[src/rtl/memory_bank_loader.sv]
// Streams SW-bit words into a banked memory starting at a latched base address.
// Each accepted word becomes one registered write; done coincides with the last write.
module memory_bank_loader #(
    parameter int DEPTH = 8,
    parameter int WIDTH = 64,
    parameter int BANKS = 4,
    localparam int AW = DEPTH + $clog2(BANKS),
    localparam int SW = WIDTH / BANKS
) (
    input  logic          clk,
    input  logic          rst_n,
    input  logic          start,
    input  logic [AW-1:0] base_addr,
    input  logic [AW:0]   count,
    input  logic          in_valid,
    input  logic [SW-1:0] in_data,
    output logic          in_ready,
    output logic          write_enable,
    output logic [AW-1:0] write_addr,
    output logic [SW-1:0] data_in,
    output logic          busy,
    output logic          done
);

    typedef enum logic [1:0] {
        IDLE   = 2'd0,
        LOAD   = 2'd1,
        FINISH = 2'd2
    } state_t;

    localparam logic [AW-1:0] ADDR_ONE = {{(AW-1){1'b0}}, 1'b1};
    localparam logic [AW:0]   CNT_ONE  = {{AW{1'b0}}, 1'b1};
    localparam logic [AW:0]   CNT_ZERO = {(AW+1){1'b0}};

    state_t        state_q, state_d;
    logic [AW-1:0] addr_q, addr_d;
    logic [AW:0]   remain_q, remain_d;
    logic          we_q, we_d;
    logic [AW-1:0] waddr_q, waddr_d;
    logic [SW-1:0] wdata_q, wdata_d;

    // Next-state, counter update and write-register capture.
    always_comb begin
        state_d  = state_q;
        addr_d   = addr_q;
        remain_d = remain_q;
        we_d     = 1'b0;
        waddr_d  = waddr_q;
        wdata_d  = wdata_q;
        case (state_q)
            IDLE: begin
                if (start) begin
                    addr_d   = base_addr;
                    remain_d = count;
                    state_d  = (count == CNT_ZERO) ? FINISH : LOAD;
                end else begin
                    state_d  = IDLE;
                end
            end
            LOAD: begin
                // The write goes to the pre-increment address; the counter moves on.
                if (in_valid) begin
                    we_d     = 1'b1;
                    waddr_d  = addr_q;
                    wdata_d  = in_data;
                    addr_d   = addr_q + ADDR_ONE;
                    remain_d = remain_q - CNT_ONE;
                    state_d  = (remain_q == CNT_ONE) ? FINISH : LOAD;
                end else begin
                    state_d  = LOAD;
                end
            end
            FINISH: begin
                state_d = IDLE;
            end
            default: begin
                state_d = IDLE;
            end
        endcase
    end

    // State, counters and the write output register.
    always_ff @(posedge clk or negedge rst_n) begin
        if (!rst_n) begin
            state_q  <= IDLE;
            addr_q   <= {AW{1'b0}};
            remain_q <= {(AW+1){1'b0}};
            we_q     <= 1'b0;
            waddr_q  <= {AW{1'b0}};
            wdata_q  <= {SW{1'b0}};
        end else begin
            state_q  <= state_d;
            addr_q   <= addr_d;
            remain_q <= remain_d;
            we_q     <= we_d;
            waddr_q  <= waddr_d;
            wdata_q  <= wdata_d;
        end
    end

    assign in_ready     = (state_q == LOAD);
    assign busy         = (state_q != IDLE);
    assign done         = (state_q == FINISH);
    assign write_enable = we_q;
    assign write_addr   = waddr_q;
    assign data_in      = wdata_q;

endmodule
[config.mk]
export PLATFORM = sky130hd
export DESIGN_NAME = memory_bank_loader
export DESIGN_NICKNAME = d
export VERILOG_FILES = /design/src/rtl/memory_bank_loader.sv
export SDC_FILE = /design/constraint.sdc
export NUM_CORES = 1
export LEC_CHECK = 0
export CAP_MARGIN = 0
export CORE_MARGIN = 2
export CORE_UTILIZATION = 51
export DETAILED_ROUTE_END_ITERATION = 12
export GPL_ROUTABILITY_DRIVEN = 0
export GPL_TIMING_DRIVEN = 0
export MAX_ROUTING_LAYER = met4
export PLACE_DENSITY = 0.83
export SLEW_MARGIN = 20
export SYNTH_ARGS = -nofsm -noshare
export SYNTH_HDL_FRONTEND = slang
export SYNTH_SLANG_ARGS = --single-unit
[constraint.sdc]
create_clock -name clk -period 2.4 [get_ports clk]
set_input_delay 0.6 -clock clk [delete_from_list [all_inputs] [get_ports clk]]
set_output_delay 0.6 -clock clk [all_outputs]
set_load 0.02 [all_outputs]
# --- After elaboration in Yosys (flattened, before gate mapping) ---
# Index checks and enable logic that the tools add are counted.
# W data, S select, Z words.
classes:
  eq_ne: 5
  add_sub_neg: 2
  mux: 13
  reduce_logical: 6
op_table:
  columns: ["cell", "count"]
  rows:
  - ["$mux W11", 2]
  - ["$pmux W11 S2", 1]
  - ["$mux W10", 2]
  - ["$pmux W10 S2", 1]
  - ["$eq A11 B1 Y1 const B", 1]
  - ["$logic_not A11 Y1", 1]
  - ["$sub A11 B1 Y11 const B", 1]
  - ["$add A10 B1 Y10 const B", 1]
  - ["$mux W2", 4]
  - ["$ne A2 B2 Y1 const B", 2]
  - ["$pmux W2 S2", 1]
  - ["$reduce_bool A2 Y1", 2]
  - ["$reduce_and A3 Y1", 1]
  - ["$eq A2 B1 Y1 const B", 1]
  - ["$eq A2 B2 Y1 const B", 1]
  - ["$logic_not A2 Y1", 1]
  - ["$mux W1", 2]
  - ["$reduce_and A2 Y1", 1]
word_totals:
  input_bits: 41
  regBits: 50
  output_inout_bits: 30

# --- Longest topological paths before layout ---
logic_depth:
  ltp_word: 4
  mapped_depth: 7
  mapped_depth_nobuf: 6

# --- Least setup slack after synthesis ---
# No wires, ideal clock.
synth_timing:
  kind: "register -> output"
  from: "reg state_q[1]"
  to: "out in_ready"
  path_stages_with_launch: 5
  arrival_ps: 1002
  slack_ps: 798
  path_buffers: 2
  path_cell_list: "dfrtp_1 nand2b_1 buf_6 inv_4 buf_2"
synth_between:
  elab_chain_cells: 1
synth_lines:
  columns: ["item", "line", "rtl"]
  rows:
  - ["from (decl)", "35", "state_t state_q, state_d;"]
  - ["from (signal assigned)", "92", "state_q <= state_d;"]
  - ["$eq A2 B1 Y1", "101", "assign in_ready = (state_q == LOAD);"]
  - ["to (decl)", "17", "output logic in_ready,"]
# No other way between the ends.

# --- Worst setup path after layout ---
# Same ends and word-level chain as after synthesis.

==> qor.yml <==
outcome: "finished clean"
floorplan.die.height_um: 74.5
leak_pwr_nw: 1.48
total_power_draw_mw: 3.38
finalWorstSetupSlack_ns: 0.154
cts_buffer_depth: 2
antennaDiodeCount: 0
detail-route-antenna-nets: 0
routedWlPerCell_um: 15.8
cp.arrival_ns: 1.65
syn_area_per_cell_um2: 11.0
grt_pass1_wl_um: 9850
num_io_pins: 71
cts-buffers-inserted: 5
critPathRequiredTime_ns: 1.80
final_clock_period_utilization_by_the_worst_path: 0.936
drive_gt1_frac: 0.181
worst_pin_slew_ns: 0.680
path_max_fanout: 10
max-vdd-ir-drop_v: 0.000527
clock_sink_count: 50
max_cap_violations: 0
detail_route.drc_violations: 0
relSlewSlack: 0.547
synth_cells: 230
holdCritPathClass: "in -> async"
place_inst: 368
postCtsHoldBufs: 0
detail_route.wirelength_um: 5950
route.detailed.vias_per_inst: 5.69
fin_area_mm2: 0.00344
dr.pass1.iters: 4
finalMaxSlewViolations: 0
power-per-cell-area_mw_per_mm2: 980
global_route.usage.total: 0.239
floorplan.initialDensity: 0.533
clkLatencyLatePin_ns: 0.30
critPathKind: "reg -> out"
globalRouteOverflowTotal: 0
ys_seq_elements: 50
htree_num_levels: 2
unrepaired_setup_endpoints_after_global_routing: "no"
yosysTopAreaCellShare: 0.494
die_x_um: 74.5
io_buffers: 70
design.final.nets: 352
timing.final.setup_violations: 0
coreArea_mm2: 0.00475
grt_antenna_before_repair: 0
number_of_global_route_vias_before_repair: 2112
yosysWarningCount: 0
hold_viol: 0
max_clock_freq_mhz: 445
fin_worst_skew_ns: 0.00699
cts_tree: "yes"
synth.cell_area_mm2: 0.00253
routed_via_count: 2141
fp-row-count: 25
final.min_clock_period_ns: 2.25
cp-start-kind: "flop"
finalCoreUtilization: 0.724
cts.root.buffer_cell: "sky130_fd_sc_hd__clkbuf_8"
hold_ws_ns: 0.326
finalNonFillerCells: 376
post_dp_cell_area_mm2: 0.00334
floorplan_die_area_mm2: 0.00555
worst_setup_path_end_kind: "primary output"
yosysSeqAreaShare: 0.494
fillers: 375
finalSetupTns_ns: 0
detail_route.iter0.violations: 152
multiInputGateArea_mm2: 0.00116
area_growth_pct: 36.0
pre_cts_slack_ns: 0.0559
detailed_place_hpwl_um: 4290
seq_area_mm2: 0.00125
clk_pin_slew_ns: 0.09
pin_count_of_the_biggest_net_entering_global_routing: 31
synth_nets: 274
synthDistinctLibCells: 43
netlist.top_cell.by_area: "sky130_fd_sc_hd__dfrtp_1"
synth_area_leaders: "sky130_fd_sc_hd__dfrtp_1 49%, sky130_fd_sc_hd__mux2_4 11%, sky130_fd_sc_hd__a21oi_1 3.2%, sky130_fd_sc_hd__mux2_2 3.1%, sky130_fd_sc_hd__a2bb2oi_1 2.8%"
[metal layers]
layer,wire length [µm],vias up,part of all wire,track usage
li1,-,1004,-,-
met5,0,-,0,-
met3,432,12,0.073,0.0447
met4,66,0,0.011,0.0694
met2,2860,91,0.48,0.399
met1,2580,1034,0.43,0.296
[final timing paths]
check	start	endpoint	slack, ns	depth (start not counted)
max in group asynchronous	rst_n	addr_q[9]	1.53	2
min in group clk	data_in[6]	data_in[6]	0.51	1
worst min-delay path	rst_n	data_in[2]	0.33	1
worst max-delay path	state_q[1]	in_ready	0.15	5
worst max register to register	remain_q[0]	remain_q[8]	0.71	6
worst min register to register	data_in[6]	data_in[6]	0.51	1
[synth_stat cells, drive strengths merged]
cell     count
ha           3
clkbuf       1
inv          5
nand2b       2
and2         1
o22a         3
nand3b       1
o221ai       1
buf         12
a31oi        4
a2bb2oi      8
mux2        26
nor4         3
nor3b        1
a21o         1
a22oi        2
a21oi       17
mux2i        1
o21a         1
nor2b        1
o2bb2ai      1
a32oi        1
o21ai       12
or3          1
nor2        18
nand4        5
dfrtp       50
a41o         1
or2          2
a31o         2
nand2       19
nand3        7
o22ai        6
o211ai       1
and4         1
nor3         8
nor4bb       1
[report_power, final]
group	total [mW]	internal [mW]	switching, mW
sequential	1.43	1.14	0.293
clock	0.584	0.307	0.277
combinational	1.36	0.739	0.622
total	3.38	2.18	1.19
[critical path, cell delays in order, from the launching register on]
cell and delay (ns):
sky130_fd_sc_hd__dfrtp_1 0.46, sky130_fd_sc_hd__nand2b_1 0.18, sky130_fd_sc_hd__buf_6 0.15, sky130_fd_sc_hd__inv_4 0.09, sky130_fd_sc_hd__buf_2 0.24, sky130_fd_sc_hd__clkbuf_2 0.21
[layout make-up]
class,count,share of cell area
Sequential cell,50,0.363
Inverter,5,0.00618
Clock buffer,5,0.0200
Clock inverter,3,0.0116
Buffer,13,0.0276
Tap cell,67,0.0243
Timing Repair Buffer,71,0.209
Multi-Input combinational cell,162,0.338
[cells in the final DEF (no fill, tap or decap), types with 4 or more instances in the layout]
cell                              Yosys  layout
sky130_fd_sc_hd__o22ai_1              6       6
sky130_fd_sc_hd__a2bb2oi_1            8       8
sky130_fd_sc_hd__buf_2                7       8
sky130_fd_sc_hd__nand4_1              5       5
sky130_fd_sc_hd__nand3_1              7       7
sky130_fd_sc_hd__inv_1                4       4
sky130_fd_sc_hd__nor2_1              18      18
sky130_fd_sc_hd__a31oi_1              4       4
sky130_fd_sc_hd__mux2_4              19      19
sky130_fd_sc_hd__clkbuf_8             0       5
sky130_fd_sc_hd__nor3_1               8       8
sky130_fd_sc_hd__o21ai_0             12      12
sky130_fd_sc_hd__dfrtp_1             50      50
sky130_fd_sc_hd__nand2_1             18      18
sky130_fd_sc_hd__clkdlybuf4s50_1      0      68
sky130_fd_sc_hd__mux2_2               7       7
sky130_fd_sc_hd__a21oi_1             16      16
sky130_fd_sc_hd__buf_6                5       5
[kinds of logic (layout without fill, tap and decap cells)]
group,count (synthesis),in the layout,synth area share
DFF,50,50,0.494
and+or+nand+nor,71,71,0.140
muxes,27,27,0.148
buffers and inverters,18,97,0.0459
adders and majority gates,3,3,0.0148
AOI/OAI and AO/OA,61,61,0.158
[registers in the layout, summed over array words and instances (netlist names)]
name	cells
write_addr	10
data_in	16
write_enable	1
state_q	2
addr_q	10
remain_q	11
[timing repair]
action	4_1_cts	5_1_grt
resized for setup	2	1
setup endpoints to repair	1	1
cloned	0	0
buffers inserted	0	0
Note: power is estimated with default switching activity, not from simulation.
